--- src/rtl/traffic_phase_controller.sv ---
// Two-road intersection phase sequencer with a pedestrian walk lamp.
// Runs a demand-actuated day cycle and a flashing night mode.
module traffic_phase_controller #(
  parameter int unsigned MAIN_GREEN_S = 20,
  parameter int unsigned SIDE_GREEN_S = 10,
  parameter int unsigned YELLOW_S     = 3,
  parameter int unsigned ALL_RED_S    = 2
) (
  input  logic       clk,
  input  logic       rst_n,
  input  logic       sec_tick,
  input  logic       day_mode,
  input  logic       side_request,
  input  logic       ped_request,
  output logic [2:0] main_light,
  output logic [2:0] side_light,
  output logic       walk
);

  typedef enum logic [2:0] {
    ALL_RED_B,
    MAIN_GREEN,
    MAIN_YELLOW,
    ALL_RED_A,
    SIDE_GREEN,
    SIDE_YELLOW,
    NIGHT_FLASH
  } state_t;

  localparam logic [7:0] LP_MG_MIN  = 8'(MAIN_GREEN_S);
  localparam logic [7:0] LP_SG_LAST = 8'(SIDE_GREEN_S - 1);
  localparam logic [7:0] LP_Y_LAST  = 8'(YELLOW_S - 1);
  localparam logic [7:0] LP_AR_LAST = 8'(ALL_RED_S - 1);

  localparam logic [2:0] LP_RED = 3'b100;
  localparam logic [2:0] LP_YEL = 3'b010;
  localparam logic [2:0] LP_GRN = 3'b001;

  state_t     r_state;
  state_t     w_next;
  logic [7:0] r_tmr;
  logic       r_req;
  logic       r_fl;
  logic       w_entry;
  logic       w_min_done;

  assign w_entry    = (w_next != r_state);
  assign w_min_done = (r_tmr >= LP_MG_MIN);

  always_ff @(posedge clk or negedge rst_n) begin
    if (!rst_n) begin
      r_state <= ALL_RED_B;
      r_tmr   <= '0;
      r_req   <= 1'b0;
      r_fl    <= 1'b0;
    end else begin
      r_state <= w_next;

      if (w_entry) begin
        r_tmr <= '0;
      end else if (sec_tick && (r_tmr != '1)) begin
        r_tmr <= r_tmr + 8'd1;
      end

      // Entering side green serves the request; a request seen in that same cycle is absorbed.
      if (w_entry && (w_next == SIDE_GREEN)) begin
        r_req <= 1'b0;
      end else if (side_request || ped_request) begin
        r_req <= 1'b1;
      end

      if (w_entry && (w_next == NIGHT_FLASH)) begin
        r_fl <= 1'b0;
      end else if ((r_state == NIGHT_FLASH) && sec_tick) begin
        r_fl <= ~r_fl;
      end
    end
  end

  always_comb begin
    w_next     = r_state;
    main_light = LP_RED;
    side_light = LP_RED;
    walk       = 1'b0;
    case (r_state)
      ALL_RED_B: begin
        if (sec_tick && (r_tmr == LP_AR_LAST)) w_next = MAIN_GREEN;
      end
      MAIN_GREEN: begin
        main_light = LP_GRN;
        // A pending request wins over the night fallback.
        if (w_min_done) begin
          if (r_req)          w_next = MAIN_YELLOW;
          else if (!day_mode) w_next = NIGHT_FLASH;
        end
      end
      MAIN_YELLOW: begin
        main_light = LP_YEL;
        if (sec_tick && (r_tmr == LP_Y_LAST)) w_next = ALL_RED_A;
      end
      ALL_RED_A: begin
        if (sec_tick && (r_tmr == LP_AR_LAST)) w_next = SIDE_GREEN;
      end
      SIDE_GREEN: begin
        side_light = LP_GRN;
        walk       = 1'b1;
        if (sec_tick && (r_tmr == LP_SG_LAST)) w_next = SIDE_YELLOW;
      end
      SIDE_YELLOW: begin
        side_light = LP_YEL;
        if (sec_tick && (r_tmr == LP_Y_LAST)) w_next = ALL_RED_B;
      end
      NIGHT_FLASH: begin
        main_light = {1'b0, r_fl, 1'b0};
        side_light = {r_fl, 2'b00};
        if (sec_tick && day_mode) w_next = ALL_RED_B;
      end
      default: begin
        w_next = ALL_RED_B;
      end
    endcase
  end

endmodule

--- config.mk ---
export PLATFORM = sky130hd
export DESIGN_NAME = traffic_phase_controller
export DESIGN_NICKNAME = d
export VERILOG_FILES = /design/src/rtl/traffic_phase_controller.sv
export SDC_FILE = /design/constraint.sdc
export NUM_CORES = 1
export LEC_CHECK = 0
export CAP_MARGIN = 30
export CORE_ASPECT_RATIO = 1.1
export CORE_MARGIN = 3
export CORE_UTILIZATION = 35
export CTS_CLUSTER_SIZE = 8
export DETAILED_ROUTE_END_ITERATION = 7
export PLACE_DENSITY_LB_ADDON = 0.08
export SLEW_MARGIN = 20
export SYNTH_ARGS = -nofsm -noshare
export SYNTH_HDL_FRONTEND = slang
export SYNTH_SLANG_ARGS = --single-unit
export TNS_END_PERCENT = 50
--- constraint.sdc ---
create_clock -name clk -period 4.3 [get_ports clk]
set_clock_uncertainty 0.2 [all_clocks]
set_input_delay 1.075 -clock clk [delete_from_list [all_inputs] [get_ports clk]]
set_output_delay 1.075 -clock clk [all_outputs]
set_load 0.02 [all_outputs]
==> results of run 1 <==
where the power goes:
group	internal (mW)	switching [mW]	total (mW)
sequential	0.161	0.0824	0.243
clock	0.0359	0.0394	0.0752
combinational	0.169	0.204	0.373
through the flow:
stage	power, mW	std cells	instance area [µm²]	hold slack (ps)
6_report	0.691	146	1110	372
5_1_grt	0.745	146	1110	413
4_1_cts	0.697	146	1110	377
3_5_place_dp	0.619	142	1090	355
3_3_place_gp	0.619	142	1090	358
2_1_floorplan	0.487	104	952	322
final cells by class:
type,count,area (µm²),area share
clock buffers,4,26.3,0.0236
flip-flops and latches,13,325,0.292
repair buffers,12,120,0.108
inverters,6,22.5,0.0202
multi-input cells,80,581,0.521
well taps,31,38.8,0.0348
flip-flops by register name, indices dropped and copies added, names as in the netlist:
| name | flops |
|---|---|
| r_tmr | 8 |
| r_req | 1 |
| r_state | 3 |
| r_fl | 1 |
synthesized netlist by cell type, types with 2 or more instances:
master	instances
a211oi_1	6
a21oi_1	7
a31oi_1	6
and3_1	2
buf_2	4
dfrtp_1	13
ha_1	4
inv_1	6
mux2i_1	2
nand2_1	5
nand2b_1	2
nand3_1	5
nand4_1	2
nor2_1	4
nor2b_1	3
nor3_1	2
nor3b_1	2
o211a_1	2
o21ai_0	3
xnor2_1	4
worst register-to-register path, cell delays in order (launching register included):
cell and delay [ps]:
dfrtp_1 570, or3b_1 520, a2111oi_2 360, a2111o_1 340, a211oi_1 130
metal layers:
layer	share of wire	vias to the layer above	wire, µm
met2	0.48	24	1070
met5	0	-	0
li1	-	422	-
met1	0.46	399	1040
met3	0.052	2	117
met4	0.0089	0	20
kinds of logic (layout without fill, tap and decap cells):
logic type | count (synthesis) | after routing | share of synthesized area
compound gates | 34 | 34 | 0.259
mux | 3 | 3 | 0.0329
buf+inv | 11 | 22 | 0.0486
simple gates | 34 | 34 | 0.219
xor+xnor | 5 | 5 | 0.0460
flops | 13 | 13 | 0.342
fa+ha+maj | 4 | 4 | 0.0526
final timing paths:
path	start	to	slack [ps]	depth (start not counted)
min in group asynchronous	rst_n	r_state[2]	980	1
hold / removal	r_fl	r_fl	370	2
max in group asynchronous	rst_n	r_tmr[7]	2530	1
hold reg to reg	r_fl	r_fl	370	2
setup / recovery	r_state[1]	main_light[0]	950	3
setup reg to reg	r_state[1]	r_tmr[0]	2030	4
==> out/metrics.cfg, run 1 <==
[setup_path]
path_max_fanout = 16
cp_num_buf_inv = 2
crit_chain = or3b_1 -> inv_1 -> clkdlybuf4s50_1
critPathTopFamily = buffers and inverters
critical_path.startpoint_type = flip-flop
cp.arrival_ps = 2070
slowest_delay_ps = 600
cp.required_ps = 3020
slowest_stage = clkdlybuf4s50_1
crit_path_end_kind = output pin
path_class = flip-flop to output pin

[placement]
dpl_worst_slack_ps = 963
dp.final_hpwl_mm = 1.65
place.gp.congestion = 0.855
portBuffers = 12

[synth]
ys.flop_type = dfrtp_1
synth_area_leader_cell = dfrtp_1
synth_top_area_share = 0.342
ys_async_sr_fraction = 1.00
synthTopCellsByArea = dfrtp_1 34%, ha_1 5.3%, a211oi_1 4.7%, a31oi_1 3.9%, a21oi_1 3.7%
ys_warn_count = 0
synth_edf_count = 0
avgSynthCellArea_um2 = 9.16
ys_seq_elements = 13
syn-cell-area_um2 = 952
synth_nets = 114
seq_area_frac_synth = 0.342
synth_cell_types = 40
syn_inst = 104

[route]
drc = 0
dr.pass1.iters = 4
ant_nets = 0
drtIter0Drc = 28
drt_wl_total_mm = 2.25
wl_per_cell_um = 15.4
vias = 847
vias_per_cell = 5.80

[cts]
clkTransAtPathRegs_ps = 80
clock_sinks = 13
htree_levels = 1
cts_hold_buf = 0
post_cts_buffers = 0
clk_latency_ps = 270
ctsResizeCount = 0
cts_root_buffer = clkbuf_4
clk_path_buf_depth = 2
cts_tree = yes
cts_made_buffers = 3

[die]
rows = 19
core_um2 = 2540
dieArea_um2 = 3380
die_x_um = 55.7
initial_core_util = 0.374
die_y_um = 60.7
ios = 13

[timing]
tns_ps = 0
post-route-period-util = 0.778
slew_headroom = 0.462
fmax_mhz = 299
grt_setup_unrepaired = false
setup_slack_ps = 953
slew_viol_final = 0
tightest_slew_ps = 808
post-route-min-period_ps = 3350
setup_viol = 0
hold_viol = 0

[layout]
layout_commonest_cell = dfrtp_1
area_growth_pct = 17.0
antenna_cells = 0
post-route-util = 0.438
fill_cells = 264
mostFrequentLayoutCells = 13 x dfrtp_1, 12 x clkdlybuf4s50_1, 7 x a21oi_1
layout-drive-gt1-share = 0.0696
num-nets-final = 126

[global_route]
grt_use_met1 = 0.186
antenna_found_initial = 0
use_met2 = 0.226
grt_pass1_vias = 823
gr-max-usage-layer = met2
grt.total_usage = 0.143
grt_use_met3 = 0.0319
overflow = 0
grt_pass1_wl_mm = 3.76
grt_start_max_net_pins = 17

[power_and_ir_drop]
vdd_ir_drop_max_mv = 0.457
powerDensity_nw_per_um2 = 621
power_leakage_nw = 0.452

[status]
status = finished clean

[run]
cap_violations = 0

[worst_hold_path]
hp-class = flip-flop to flip-flop

Note: power is estimated with default switching activity, not from simulation.
==> run 2, diff against run 1 <==
clock period = 3.05 ns   (was 4.3 ns; I/O delays follow)
==> run 2 against run 1 <==
  * Worst hold slack improved by 63 ps
  * Sequential share of layout area fell by 0.74 points
  * Via count rose by 2.5%
  * Sequential power rose by 36%
  * Count of clock-buffer cells in the layout fell by 1
  * Cell count rose by 2.1%
  * Design area rose by 2.6%
  * Core utilization rose by 1.1 points
  * Clock power rose by 49%
  * Global-route usage rose by 1.7 points
  * Setup slack got worse by 830 ps
  * First-iteration DRC count fell by 32%
  * Critical path type unchanged
  * Critical endpoint unchanged
  * Largest power group unchanged
==> out/metrics.cfg, run 2 (synthesized netlist as in run 1, its figures left out) <==
[status]
status = finished clean

[global_route]
grt_use_met1 = 0.203
grt_use_met3 = 0.0319
grt_pass1_vias = 866
antenna_found_initial = 0
gr-max-usage-layer = met2
overflow = 0
use_met2 = 0.264
grt_start_max_net_pins = 14
grt.total_usage = 0.160
grt_pass1_wl_mm = 4.13

[setup_path]
crit_chain = or3b_1 -> inv_1 -> clkdlybuf4s50_1
cp_num_buf_inv = 2
critPathTopFamily = buffers and inverters
crit_path_end_kind = output pin
slowest_stage = clkdlybuf4s50_1
path_max_fanout = 10
path_class = flip-flop to output pin
cp.required_ps = 2090
critical_path.startpoint_type = flip-flop
cp.arrival_ps = 1970
slowest_delay_ps = 600

[die]
rows = 19
die_y_um = 60.7
ios = 13
dieArea_um2 = 3380
initial_core_util = 0.374
core_um2 = 2540
die_x_um = 55.7

[layout]
top_regs = r_tmr x8, r_state x3
regArea_um2 = 325
largest_reg_flops = 8
layout_commonest_cell = dfrtp_1
multi_input_area_um2 = 586
instances_no_fill = 149
fill_cells = 261
antenna_cells = 0
num-nets-final = 129
area_growth_pct = 20.0
regMostFlops = r_tmr
mostFrequentLayoutCells = 13 x dfrtp_1, 12 x clkdlybuf4s50_1, 7 x a21oi_1
layout-drive-gt1-share = 0.110

[route]
dr.pass1.iters = 4
ant_nets = 0
drc = 0
wl_per_cell_um = 16.7
vias = 868
drtIter0Drc = 19
vias_per_cell = 5.83
drt_wl_total_mm = 2.48

[timing]
hold_viol = 0
setup_viol = 0
tightest_slew_ps = 635
post-route-min-period_ps = 2930
whs_ps = 435
fmax_mhz = 341
slew_viol_final = 0
tns_ps = 0
post-route-period-util = 0.960
grt_setup_unrepaired = false
slew_headroom = 0.575

[placement]
dp_cells = 145
dp.final_hpwl_mm = 1.81
place.gp.congestion = 0.859
portBuffers = 12

[cts]
post_cts_buffers = 0
clkTransAtPathRegs_ps = 90
cts_root_buffer = clkbuf_4
ctsResizeCount = 0
cts_tree = yes
cts_hold_buf = 0
clk_latency_ps = 280
clock_sinks = 13
htree_levels = 1
clk_path_buf_depth = 2
cts_made_buffers = 3

[power_and_ir_drop]
p_int_mw = 0.531
vdd_ir_drop_max_mv = 0.523
power_frac_seq = 0.326
sw_frac_of_total = 0.477
p_comb_frac = 0.564
switchingPower_mw = 0.485
power_leakage_nw = 0.469
p_clk_frac = 0.110
powerDensity_nw_per_um2 = 890

[run]
cap_violations = 0

[worst_hold_path]
hp-class = flip-flop to flip-flop

-- run 2: changes by cell type in the layout (fill, tap and decap cells not counted), sizes merged --
cell / before / now
buf: 0 / 3
clkinv: 0 / 1
clkbuf: 4 / 3
-- run 2: worst min-delay path: stages (launching register included) --
cell and delay [ps]:
dfrtp_1 400, nor3_1 70, a31oi_1 120
-- run 2: worst paths after layout --
kind / from / to / slack (ps) / depth (start not counted)
setup / recovery: r_state[0] / main_light[0] / 120 / 3
hold / removal: r_req / r_req / 440 / 2
hold reg to reg: r_req / r_req / 440 / 2
min in group asynchronous: rst_n / r_tmr[5] / 670 / 1
max in group asynchronous: rst_n / r_state[1] / 1570 / 1
setup reg to reg: r_state[0] / r_tmr[1] / 840 / 4
-- run 2: cell type report --
cell class	instances	area share
Clock inverter	1	0.00438
Inverter	6	0.0197
Multi-Input combinational cell	80	0.513
Tap cell	31	0.0340
Timing Repair Buffer	15	0.125
Clock buffer	3	0.0197
Sequential cell	13	0.285
-- run 2: metrics by stage --
| stage | setup WS (ps) | area (µm²) | total power [mW] | util |
|---|---|---|---|---|
| after floorplan | 880 | 952 | 0.686 | - |
| after global placement | 303 | 1110 | 0.899 | 0.436 |
| after detailed placement | 291 | 1110 | 0.905 | 0.436 |
| after CTS | 77.0 | 1140 | 1.02 | 0.447 |
| after global routing | 2.69 | 1140 | 1.10 | 0.449 |
| final | 121 | 1140 | 1.02 | 0.449 |
-- run 2: metal layers --
layer / part of all wire / wire length, µm
met5: 0 / 0
met4: 0.014 / 34
met3: 0.031 / 77
met2: 0.47 / 1170
met1: 0.49 / 1210
-- run 2: power by group through the flow --
| stage | Clock [mW] | Combinational [mW] | Sequential, mW |
|---|---|---|---|
| global placement | 0 | 0.568 | 0.331 |
| floorplan | 0 | 0.414 | 0.272 |
| CTS | 0.118 | 0.573 | 0.328 |
| detailed placement | 0 | 0.572 | 0.333 |
| finish | 0.112 | 0.573 | 0.331 |
| global route | 0.128 | 0.626 | 0.343 |
==> run 3, diff against run 2 <==
CELL_PAD_IN_SITES_DETAIL_PLACEMENT = 2   (was unset)
CELL_PAD_IN_SITES_GLOBAL_PLACEMENT = 2   (was unset)
CORE_MARGIN = unset   (was 3)
CORE_UTILIZATION = 29   (was 35)
RECOVER_POWER = 25   (was unset)
==> run 3 against run 2 <==
  * Wire length grew 15%
  * Count of clock-buffer cells in the layout grew 1
  * Power grew 1.5%
  * Register-to-register slack gained 20 ps
  * Sequential cell count is the same
  * Core utilization shrank 7.4 points
  * Die area grew 4.0%
  * Design area grew 0.99%
  * Non-clock buffer count grew 1
  * Combinational power grew 3%
  * Via count grew 3.7%
==> out/metrics.cfg, run 3 (synthesized netlist as in run 1, its figures left out) <==
[route]
drtIter0Drc = 12
vias_per_cell = 5.88
drc = 0
drt_wl_total_mm = 2.86
vias = 900
ant_nets = 0
dr.pass1.iters = 4
wl_per_cell_um = 18.7

[timing]
tightest_slew_ps = 669
fmax_mhz = 343
whs_ps = 412
grt_setup_unrepaired = false
slew_headroom = 0.552
setup_slack_ps = 138
slew_viol_final = 0
post-route-min-period_ps = 2910
hold_viol = 0
setup_viol = 0
tns_ps = 0
post-route-period-util = 0.955

[die]
dieArea_um2 = 3520
core_um2 = 3070
rows = 21
ios = 13
die_x_um = 56.6
initial_core_util = 0.310
die_y_um = 62.1

[placement]
dp.final_hpwl_mm = 2.20
portBuffers = 12
place.gp.congestion = 0.784
dpl_worst_slack_ps = 287

[layout]
antenna_cells = 0
mostFrequentLayoutCells = 12 x dfrtp_1, 11 x clkdlybuf4s50_1, 7 x a21oi_1
fill_cells = 352
multi_input_area_um2 = 586
post-route-util = 0.375
layout-drive-gt1-share = 0.118
num-nets-final = 130
regMostFlops = r_tmr
largest_reg_flops = 8
regArea_um2 = 327
area_growth_pct = 21.2
layout_commonest_cell = dfrtp_1
top_regs = r_tmr x8, r_state x3

[setup_path]
slowest_stage = clkdlybuf4s50_1
crit_path_end_kind = output pin
reg2reg_to = r_tmr[1]
critical_path.startpoint_type = flip-flop
cp.required_ps = 2090
r2r_cells = 4
reg2reg_slack_ps = 860
path_class = flip-flop to output pin
path_max_fanout = 8
slowest_delay_ps = 600
crit_chain = or3b_1 -> inv_1 -> clkdlybuf4s50_1
cp.arrival_ps = 1950
r2r_start = r_state[2]

[cts]
cts_made_buffers = 3
cts_root_buffer = clkbuf_4
ctsResizeCount = 0
clk_path_buf_depth = 2
htree_levels = 1
cts_hold_buf = 0
clk_latency_ps = 270
clock_sinks = 13
clkTransAtPathRegs_ps = 80
post_cts_buffers = 0
cts_tree = yes

[global_route]
grt_start_max_net_pins = 14
antenna_found_initial = 0
overflow = 0
grt_pass1_wl_mm = 4.95
grt_pass1_vias = 987
grt.total_usage = 0.189

[status]
status = finished clean

[worst_hold_path]
min_from = r_fl
holdPathStages = 2
hp-class = flip-flop to flip-flop
min_to = r_fl

[power_and_ir_drop]
vdd_ir_drop_max_mv = 0.465
power_leakage_nw = 0.471
powerDensity_nw_per_um2 = 895

[run]
cap_violations = 0

-- run 3: cell types whose count changed in the layout (fill, tap and decap cells not counted) --
cell             previous run  this run
clkinv_2                    1         0
buf_4                       3         4
clkbuf_1                    0         1
dfrtp_1                    13        12
dlygate4sd3_1               0         1
dfrtp_2                     0         1
clkdlybuf4s50_1            12        11
-- run 3: final cells by class --
cell class	count	area share
clock buffer	4	0.0228
sequential	13	0.283
timing repair buffer	16	0.130
multi-input combinational	80	0.508
inverter	6	0.0195
tap	34	0.0369
-- run 3: worst max-delay path: cells and delay by family (launching register included) --
family | cells | cell delay, ps
AND/OR/NAND/NOR | 1 | 490
buffers and inverters | 2 | 700
flip-flops | 1 | 480
-- run 3: stage by stage --
stage / instances / area [µm²] / total power, mW
final: 153 / 1150 / 1.03
after CTS: 153 / 1150 / 1.05
after floorplan: 104 / 952 / 0.686
after global routing: 153 / 1150 / 1.13
after detailed placement: 149 / 1120 / 0.932
after global placement: 149 / 1120 / 0.918
-- run 3: power by group --
| part | internal [mW] | switching (mW) |
|---|---|---|
| logic | 0.260 | 0.328 |
| registers | 0.228 | 0.107 |
| clock network | 0.0506 | 0.0577 |
| total | 0.539 | 0.493 |
-- run 3: how the worst max path moves through the flow --
stage	start	end	cells past startpoint
after floorplan	r_state[0]	main_light[2]	4
after global placement	day_mode	r_tmr[1]	5
after detailed placement	day_mode	r_tmr[1]	5
after CTS	r_state[0]	main_light[0]	3
after global routing	r_state[2]	main_light[0]	3
final	r_state[2]	main_light[0]	3
-- run 3: layer usage --
layer | GRT usage | vias to the layer above | wire length (µm)
li1 | - | 428 | -
met1 | 0.218 | 457 | 1230
met2 | 0.356 | 13 | 1530
met3 | 0.0290 | 2 | 70
met4 | 0.0801 | 0 | 25
met5 | 0 | - | 0
